**src/rtl/mu0_pkg.sv**
```systemverilog
// Shared MU0 constants: FSM state encoding, opcodes and ALU function codes.
package mu0_pkg;

  typedef enum logic [1:0] {
    FETCH   = 2'd0,
    EXECUTE = 2'd1,
    HALT    = 2'd2
  } state_e;

  localparam logic [3:0] OP_LDA = 4'd0;
  localparam logic [3:0] OP_STA = 4'd1;
  localparam logic [3:0] OP_ADD = 4'd2;
  localparam logic [3:0] OP_SUB = 4'd3;
  localparam logic [3:0] OP_JMP = 4'd4;
  localparam logic [3:0] OP_JGE = 4'd5;
  localparam logic [3:0] OP_JNE = 4'd6;
  localparam logic [3:0] OP_STP = 4'd7;

  localparam logic [1:0] ALU_PASSB = 2'b00;
  localparam logic [1:0] ALU_ADD   = 2'b01;
  localparam logic [1:0] ALU_SUB   = 2'b10;
  localparam logic [1:0] ALU_INC   = 2'b11;

  // Opcodes that touch memory in EXECUTE and therefore can stall.
  function automatic logic is_mem_op(input logic [3:0] op);
    return (op == OP_LDA) || (op == OP_STA) || (op == OP_ADD) || (op == OP_SUB);
  endfunction

endpackage

```
**src/rtl/mu0_control.sv**
```systemverilog
// MU0 fetch/execute control FSM with a memory-ready stall handshake.
module mu0_control
  import mu0_pkg::*;
(
  input  logic       Clk,
  input  logic       Reset,
  input  logic [3:0] F,
  input  logic       N,
  input  logic       Z,
  input  logic       mem_ready,
  output logic       Asel,
  output logic       Bsel,
  output logic [1:0] ALUfs,
  output logic       ACCce,
  output logic       PCce,
  output logic       IRce,
  output logic       ACCoe,
  output logic       MEMrq,
  output logic       RnW,
  output logic       Halted
);

  state_e state_q, state_d;

  // State register; reset wins from any state, including HALT and stalls.
  always_ff @(posedge Clk) begin
    if (Reset) state_q <= FETCH;
    else       state_q <= state_d;
  end

  // Next-state and output decode. Stalled cycles keep every select stable
  // and only the enables follow mem_ready.
  always_comb begin
    state_d = state_q;
    Asel    = 1'b0;
    Bsel    = 1'b0;
    ALUfs   = ALU_PASSB;
    ACCce   = 1'b0;
    PCce    = 1'b0;
    IRce    = 1'b0;
    ACCoe   = 1'b0;
    MEMrq   = 1'b0;
    RnW     = 1'b0;
    Halted  = 1'b0;

    unique case (state_q)
      FETCH: begin
        ALUfs = ALU_INC;
        MEMrq = 1'b1;
        RnW   = 1'b1;
        IRce  = mem_ready;
        PCce  = mem_ready;
        if (mem_ready) state_d = EXECUTE;
      end

      EXECUTE: begin
        case (F)
          OP_LDA, OP_ADD, OP_SUB: begin
            Asel  = 1'b1;
            Bsel  = 1'b1;
            MEMrq = 1'b1;
            RnW   = 1'b1;
            ACCce = mem_ready;
            ALUfs = (F == OP_ADD) ? ALU_ADD :
                    (F == OP_SUB) ? ALU_SUB : ALU_PASSB;
          end
          OP_STA: begin
            Asel  = 1'b1;
            MEMrq = 1'b1;
            ACCoe = 1'b1;
          end
          OP_JMP: begin
            Asel = 1'b1;
            PCce = 1'b1;
          end
          OP_JGE: begin
            Asel = !N;
            PCce = !N;
          end
          OP_JNE: begin
            Asel = !Z;
            PCce = !Z;
          end
          default: ;
        endcase

        if (F == OP_STP)                    state_d = HALT;
        else if (!is_mem_op(F) || mem_ready) state_d = FETCH;
      end

      HALT: Halted = 1'b1;

      default: state_d = FETCH;
    endcase

    // Reset masks every output so no write can escape during reset.
    if (Reset) begin
      Asel   = 1'b0;
      Bsel   = 1'b0;
      ALUfs  = 2'b00;
      ACCce  = 1'b0;
      PCce   = 1'b0;
      IRce   = 1'b0;
      ACCoe  = 1'b0;
      MEMrq  = 1'b0;
      RnW    = 1'b0;
      Halted = 1'b0;
    end
  end

endmodule

```
**config.mk**
```make
export PLATFORM = sky130hd
export DESIGN_NAME = mu0_control
export DESIGN_NICKNAME = d
export VERILOG_FILES = /design/src/rtl/mu0_pkg.sv /design/src/rtl/mu0_control.sv
export SDC_FILE = /design/constraint.sdc
export NUM_CORES = 1
export LEC_CHECK = 0
export BUFFER_PORTS_ARGS = -buffer_cell sky130_fd_sc_hd__buf_2
export CAP_MARGIN = 20
export CORE_AREA = 2 2 39 41
export DETAILED_ROUTE_END_ITERATION = 8
export DIE_AREA = 0 0 41 43
export HOLD_SLACK_MARGIN = 0.15
export PLACE_DENSITY = 0.51
export SYNTH_ARGS = -nofsm -noshare
export SYNTH_HDL_FRONTEND = slang
export SYNTH_SLANG_ARGS = --single-unit
```
**constraint.sdc**
```tcl
create_clock -name Clk -period 2 [get_ports Clk]
set_clock_uncertainty 0.2 [all_clocks]
set_input_delay 0.3 -clock Clk [delete_from_list [all_inputs] [get_ports Clk]]
set_output_delay 0.3 -clock Clk [all_outputs]
set_load 0.02 [all_outputs]
```
==> summary.txt, run 1 <==
Placed design
  – Placed Area: 331.6 sq um
  – Cell total after placement: between 60 and 70
  – Place WS: 130.1 ps
  – Final estimated routing congestion in global placement: approximately 0.67
  – Count of buffers from port buffering: 19

STA
  – Worst-case setup margin in the final layout: -2.790 ps
  – Share of the cycle needed by the critical path after routing: 1.001
  – Setup repair after global routing missed its margin: true
  – Tightest Pin Transition: roughly 380 ps
  – Top achievable clock speed: 499.3 MHz
  – Remaining max-slew budget at the tightest pin: 0.7445
  – Max Slew Vio Count: 0
  – Final Hold Fails: 0
  – Final count of negative-setup-slack endpoints: 1
  – Period minus WS final: ~2000 ps
  – Final worst hold slack: about 180 ps

Global route
  – Vias in the first global route: 259
  – Total routing resource utilization after global routing: 0.08818
  – Leftover overflow at the end of global routing: 0
  – Pin count of the biggest net entering global routing: 9
  – First-pass GRT wire length: roughly 1.0 mm
  – Number of antenna violations at the first check in global routing: 0

Route
  – Wire length per cell after detailed routing: slightly below 10 microns
  – DRC: 0
  – Antenna violation net count after detailed routing: 0
  – Routed wl met3: roughly 51 microns
  – Detail Route met2 WL: 364 microns
  – Vias per std cell: about 4.3
  – Uppermost layer routed: met3
  – Vias post-DR: 293
  – Iteration count of the initial detailed-routing pass: 4
  – First DRT Iteration DRCs: 2
  – Detailed-route wire length: about 660 microns
  – Met1 Wirelength: around 240 microns

Clock tree
  – Clock Root Buffer: sky130_fd_sc_hd__clkbuf_4
  – Later-pin clock latency in the skew report: between 200 and 250 ps
  – H-tree levels: 1
  – Count of hold-fix buffers inserted at cts: 0
  – Clk slew on worst S/H paths: ~30 ps
  – Buffers inserted during post-CTS setup optimization: 0
  – Maximum count of clock buffers along a single path: 2
  – Clock Sink Count: 2
  – TritonCTS clock tree: yes
  – Number of buffers added by the clock tree synthesis step: 3

Critical path
  – Start-to-end type of the worst setup path: reg -> out
  – Worst endpoint data arrival time: about 1500 ps
  – Critical Path Sink Type: primary output
  – Critical path launch point type: flip-flop
  – R2R cell count: 3
  – Critical path data required time: 1500 ps
  – Largest fanout on the critical path: 5

Synthesis
  – Fraction of registers with async set/reset: 0
  – Sequential area share after synthesis: 0.1916
  – Post-Syn Area: approximately 210 sq um
  – Synthesized area divided by synthesized cell count: about 7.2 sq um
  – Post-synthesis cell type count: 18
  – Post-synth EDFFs: 0
  – Register bit count reported by yosys: 2
  – Number of synthesis warnings: 0
  – Most instantiated cells after synthesis: sky130_fd_sc_hd__a21oi_1, sky130_fd_sc_hd__nand2_1, sky130_fd_sc_hd__nor2_1
  – Leading cell type by number of instances after synthesis: sky130_fd_sc_hd__a21oi_1
  – Cell count after synthesis: 29
  – Post-synth top flop: sky130_fd_sc_hd__dfxtp_1
  – Synth area leader: sky130_fd_sc_hd__dfxtp_1
  – Cell types with the largest area share after synthesis: sky130_fd_sc_hd__dfxtp_1, sky130_fd_sc_hd__a21oi_1, sky130_fd_sc_hd__nor3b_1, sky130_fd_sc_hd__or4b_4, sky130_fd_sc_hd__nand2b_1
  – Top-area cell type share of the netlist area: 0.1916
  – Net count of the mapped netlist: 38

Run
  – Max cap viols: 0

Final layout
  – Fraction of layout cells with a size suffix above 1: 0.5192
  – Top flop regs: state_q: 2 flops
  – Antenna diodes: 0
  – Flip-flop count of the largest register, all copies and words added: 2
  – Sequential cell area: 41.29 sq um
  – Net total in the final layout: between 60 and 70
  – Area Growth Syn to Fin: 79.64%
  – Post-Layout Cell Count: 68
  – Biggest register: state_q
  – Area occupied by multi-input gates: ~180 sq um
  – Final design area excluding fillers: ~380 sq um
  – Number of inserted filler cells in the final layout: 171

Pwr
  – Highest ir drop seen on vdd: ~0.13 mV
  – Leakage dissipation: about 0.19 nW
  – PwrDens: slightly above 500 nW/um^2

Floorplan
  – Effective utilization at floorplan: 0.1510
  – Die outline area: 1763 sq um
  – Core Area: approximately 1400 sq um
  – Number of primary I/O pins: 20
  – Die W: a little over 40 microns
  – Site Rows: 14
  – Vertical extent of the die: 43 microns

Min path
  – Class of the tightest hold or removal check: in -> reg
  – Count of cells along the worst hold path: 3

Outcome
  – Failing checks: negative setup slack
  – Run status: complete, but fails checks
==> path summary, 6_finish.rpt <==
| check | start | to | slack (ps) |
|---|---|---|---|
| worst max-delay path | state_q[1] | ACCce | -3 |
| worst min-delay path | mem_ready | state_q[0] | 180 |
| worst max register to register | state_q[0] | state_q[0] | 700 |
| worst min register to register | state_q[1] | state_q[0] | 390 |
==> placed cells by master (no fill, tap or decap) <==
cell type / n
sky130_fd_sc_hd__or4b_1: 1
sky130_fd_sc_hd__inv_1: 1
sky130_fd_sc_hd__dfxtp_1: 1
sky130_fd_sc_hd__buf_6: 1
sky130_fd_sc_hd__or4b_4: 1
sky130_fd_sc_hd__nand2b_1: 2
sky130_fd_sc_hd__nor4b_1: 1
sky130_fd_sc_hd__nor3b_2: 1
sky130_fd_sc_hd__buf_2: 17
sky130_fd_sc_hd__a21oi_1: 5
sky130_fd_sc_hd__a21boi_1: 1
sky130_fd_sc_hd__and2_1: 1
sky130_fd_sc_hd__nor3_4: 1
sky130_fd_sc_hd__o21ai_0: 1
sky130_fd_sc_hd__nor3_1: 1
sky130_fd_sc_hd__nor3b_1: 1
sky130_fd_sc_hd__a41o_1: 1
sky130_fd_sc_hd__buf_4: 2
sky130_fd_sc_hd__clkbuf_4: 3
sky130_fd_sc_hd__nor2_1: 3
sky130_fd_sc_hd__nand2_1: 3
sky130_fd_sc_hd__nor2b_1: 1
sky130_fd_sc_hd__o21bai_1: 1
sky130_fd_sc_hd__dfxtp_2: 1
==> per-stage QoR <==
step,util,total power [mW],TNS (ps)
after floorplan,-,0.07544,0
after global placement,0.2396,0.1028,0
after detailed placement,0.2396,0.1033,0
after CTS,0.2586,0.1990,-32.63
after global routing,0.2712,0.2091,-73.81
final,0.2712,0.1924,-2.790
==> cells by family (layout without fill, tap and decap cells) <==
logic type	after synthesis	after routing	synth area share
AO/OA/AOI/OAI	9	9	0.2635
buffers and inverters	1	24	0.01795
flip-flops	2	2	0.1916
AND/OR/NAND/NOR	17	17	0.5269
==> layer usage <==
layer | vias to the layer above | GRT usage
met3 | 0 | 0.03141
li1 | 155 | -
met1 | 129 | 0.08946
met4 | 0 | 0.06000
met2 | 9 | 0.1406
met5 | - | 0
==> repair_timing <==
| action | in CTS | in global routing |
|---|---|---|
| setup endpoints to repair | 2 | 2 |
| resized for setup | 2 | 4 |
| pin swaps | 0 | 1 |
==> where the power goes <==
part | internal, mW | switching, mW
Sequential | 0.0418 | 0.000817
Clock | 0.0662 | 0.0224
Combinational | 0.0240 | 0.0373
==> critical path: stages (launching register included) <==
cell                      delay, ps
sky130_fd_sc_hd__dfxtp_2        330
sky130_fd_sc_hd__or4b_4         550
sky130_fd_sc_hd__nor3_4         130
sky130_fd_sc_hd__and2_1         150
sky130_fd_sc_hd__buf_6          110
==> final cells by class <==
| cell class | count | area share |
|---|---|---|
| clock buffer | 3 | 0.06000 |
| inverter | 1 | 0.01000 |
| multi-input combinational | 26 | 0.4700 |
| sequential | 2 | 0.1100 |
| tap | 16 | 0.05333 |
| timing repair buffer | 20 | 0.2967 |
Note: power is estimated with default switching activity, not from simulation.
==> run 2: changes to the inputs <==
PLACE_DENSITY = unset   (was 0.51)
==> summary.txt, run 2 (same netlist as run 1, synthesis figures left out) <==
Critical path
  – Crit path from: state_q[1]
  – Critical path launch point type: flip-flop
  – Critical Path Sink Type: primary output
  – Start-to-end type of the worst setup path: reg -> out
  – Critical path data required time: 1500 ps (about the same)
  – Worst endpoint data arrival time: 1510 ps (about the same)
  – Largest fanout on the critical path: 5 (unchanged)
  – Startpoint of the worst register-to-register path: state_q[0]

STA
  – Period minus WS final: 2014 ps (+10.91 ps)
  – Final count of negative-setup-slack endpoints: 2 (+1)
  – Final Hold Fails: 0 (unchanged)
  – Setup repair after global routing missed its margin: true
  – Top achievable clock speed: 496.6 MHz (-0.54%)
  – Final worst hold slack: 178.8 ps (+1.474 ps)
  – Remaining max-slew budget at the tightest pin: 0.7616 (+0.01708)
  – Worst-case setup margin in the final layout: -13.70 ps (-10.91 ps)
  – Share of the cycle needed by the critical path after routing: 1.007 (+0.005457)
  – Tightest Pin Transition: 352.7 ps (-25.27 ps)
  – Max Slew Vio Count: 0 (unchanged)

Clock tree
  – Clock Root Buffer: sky130_fd_sc_hd__clkbuf_4
  – Clock Sink Count: 2 (unchanged)
  – Buffers inserted during post-CTS setup optimization: 0 (unchanged)
  – PostCTS Resize Cnt: 2 (unchanged)
  – Later-pin clock latency in the skew report: 230 ps (about the same)
  – Clk slew on worst S/H paths: 30 ps (about the same)
  – Number of buffers added by the clock tree synthesis step: 3 (unchanged)
  – Maximum count of clock buffers along a single path: 2 (unchanged)
  – Count of hold-fix buffers inserted at cts: 0 (unchanged)
  – TritonCTS clock tree: yes
  – H-tree levels: 1 (unchanged)

Final layout
  – Area Growth Syn to Fin: 77.25%
  – Post-Layout Cell Count: 68 (unchanged)
  – Flip-flop count of the largest register, all copies and words added: 2 (unchanged)
  – Net total in the final layout: 63 (unchanged)
  – Most common cell after layout, fill and taps aside: sky130_fd_sc_hd__buf_2
  – Biggest register: state_q
  – Antenna diodes: 0 (unchanged)
  – Top flop regs: state_q: 2 flops
  – Fraction of layout cells with a size suffix above 1: 0.5192 (unchanged)
  – Highest-count cells in the layout ignoring fill and taps: sky130_fd_sc_hd__buf_2, sky130_fd_sc_hd__a21oi_1, sky130_fd_sc_hd__nor2_1, sky130_fd_sc_hd__nand2_1, sky130_fd_sc_hd__clkbuf_4

Placed design
  – Final estimated routing congestion in global placement: 0.5858 (-13%)
  – Count of buffers from port buffering: 19 (unchanged)
  – Place WS: 130.3 ps (+0.1830 ps)
  – Cell total after placement: 65 (unchanged)
  – Detail Placement HPWL: between 500 and 600 microns

Outcome
  – Run status: complete, but fails checks
  – Failing checks: negative setup slack

Pwr
  – Total power of the final layout: 196.0 uW (+1.9%)
  – Highest ir drop seen on vdd: 0.1174 mV (-11%)
  – Leakage dissipation: 0.1910 nW (+0.49%)
  – PwrDens: 529.3 nW/um^2 (+3.2%)

Global route
  – Leftover overflow at the end of global routing: 0 (unchanged)
  – Total routing resource utilization after global routing: 0.09009 (+0.001914)
  – Number of antenna violations at the first check in global routing: 0 (unchanged)
  – Pin count of the biggest net entering global routing: 9 (unchanged)
  – First-pass GRT wire length: 1.028 mm (+1.4%)
  – Vias in the first global route: 271 (+4.6%)

Min path
  – Class of the tightest hold or removal check: in -> reg
  – Worst Hold Launch: mem_ready

Floorplan
  – Die W: 41 microns (unchanged)
  – Die outline area: 1763 sq um (unchanged)
  – Vertical extent of the die: 43 microns (unchanged)
  – Effective utilization at floorplan: 0.1510 (unchanged)
  – Site Rows: 14 (unchanged)
  – Core Area: 1384 sq um (unchanged)
  – Number of primary I/O pins: 20 (unchanged)

Route
  – Antenna violation net count after detailed routing: 0 (unchanged)
  – Vias post-DR: 308 (+5.1%)
  – Iteration count of the initial detailed-routing pass: 2 (-2)
  – DRC: 0 (unchanged)
  – Detailed-route wire length: 654 microns (-0.30%)
  – Wire length per cell after detailed routing: 9.618 microns (-0.30%)
  – Vias per std cell: 4.529 (+5.1%)
  – First DRT Iteration DRCs: 2 (unchanged)

Run
  – Max cap viols: 0 (unchanged)
## run 2: final timing paths
check / cells past startpoint / end / slack (ps)
setup / recovery: 4 / ACCce / -10
hold / removal: 3 / state_q[0] / 180
setup reg to reg: 3 / state_q[0] / 700
hold reg to reg: 2 / state_q[0] / 390
## run 2: routing by layer
metal  vias to the layer above  wire (microns)  global-route usage  part of all wire
met1                       134             258             0.07962              0.39
met3                         4              61             0.03141             0.093
li1                        156               -                   -                 -
met4                         0              22             0.08000             0.034
met5                         -               0                   0                 0
met2                        14             311              0.1469              0.48
## run 2: cell type report
class / count / area (sq um)
Tap cell: 16 / 20.02
Inverter: 1 / 3.754
Clock buffer: 3 / 22.52
Timing Repair Buffer: 20 / 108.9
Sequential cell: 2 / 41.29
Fill cell: 156 / 1013
Multi-Input combinational cell: 26 / 173.9
## run 2: where the power goes
| group | leakage, nW | internal (mW) | total (mW) | switching, mW |
|---|---|---|---|---|
| Combinational | 0.160 | 0.0239 | 0.0612 | 0.0373 |
| Sequential | 0.0169 | 0.0417 | 0.0425 | 0.000757 |
| Clock | 0.0138 | 0.0664 | 0.0924 | 0.0259 |
| Total | 0.191 | 0.132 | 0.196 | 0.0640 |
## run 2: worst max-delay path: stages, from the launching register on
cell                      delay (ps)
sky130_fd_sc_hd__dfxtp_2         330
sky130_fd_sc_hd__or4b_4          560
sky130_fd_sc_hd__nor3_4          130
sky130_fd_sc_hd__and2_4          160
sky130_fd_sc_hd__buf_6           100
## run 2: stage by stage
stage | util | setup TNS [ps] | cell area (sq um)
6_report | 0.2676 | -16.68 | 370.4
5_1_grt | 0.2676 | -117.7 | 370.4
4_1_cts | 0.2586 | -16.14 | 357.8
3_5_place_dp | 0.2396 | 0 | 331.6
3_3_place_gp | 0.2396 | 0 | 331.6
2_1_floorplan | - | 0 | 209.0
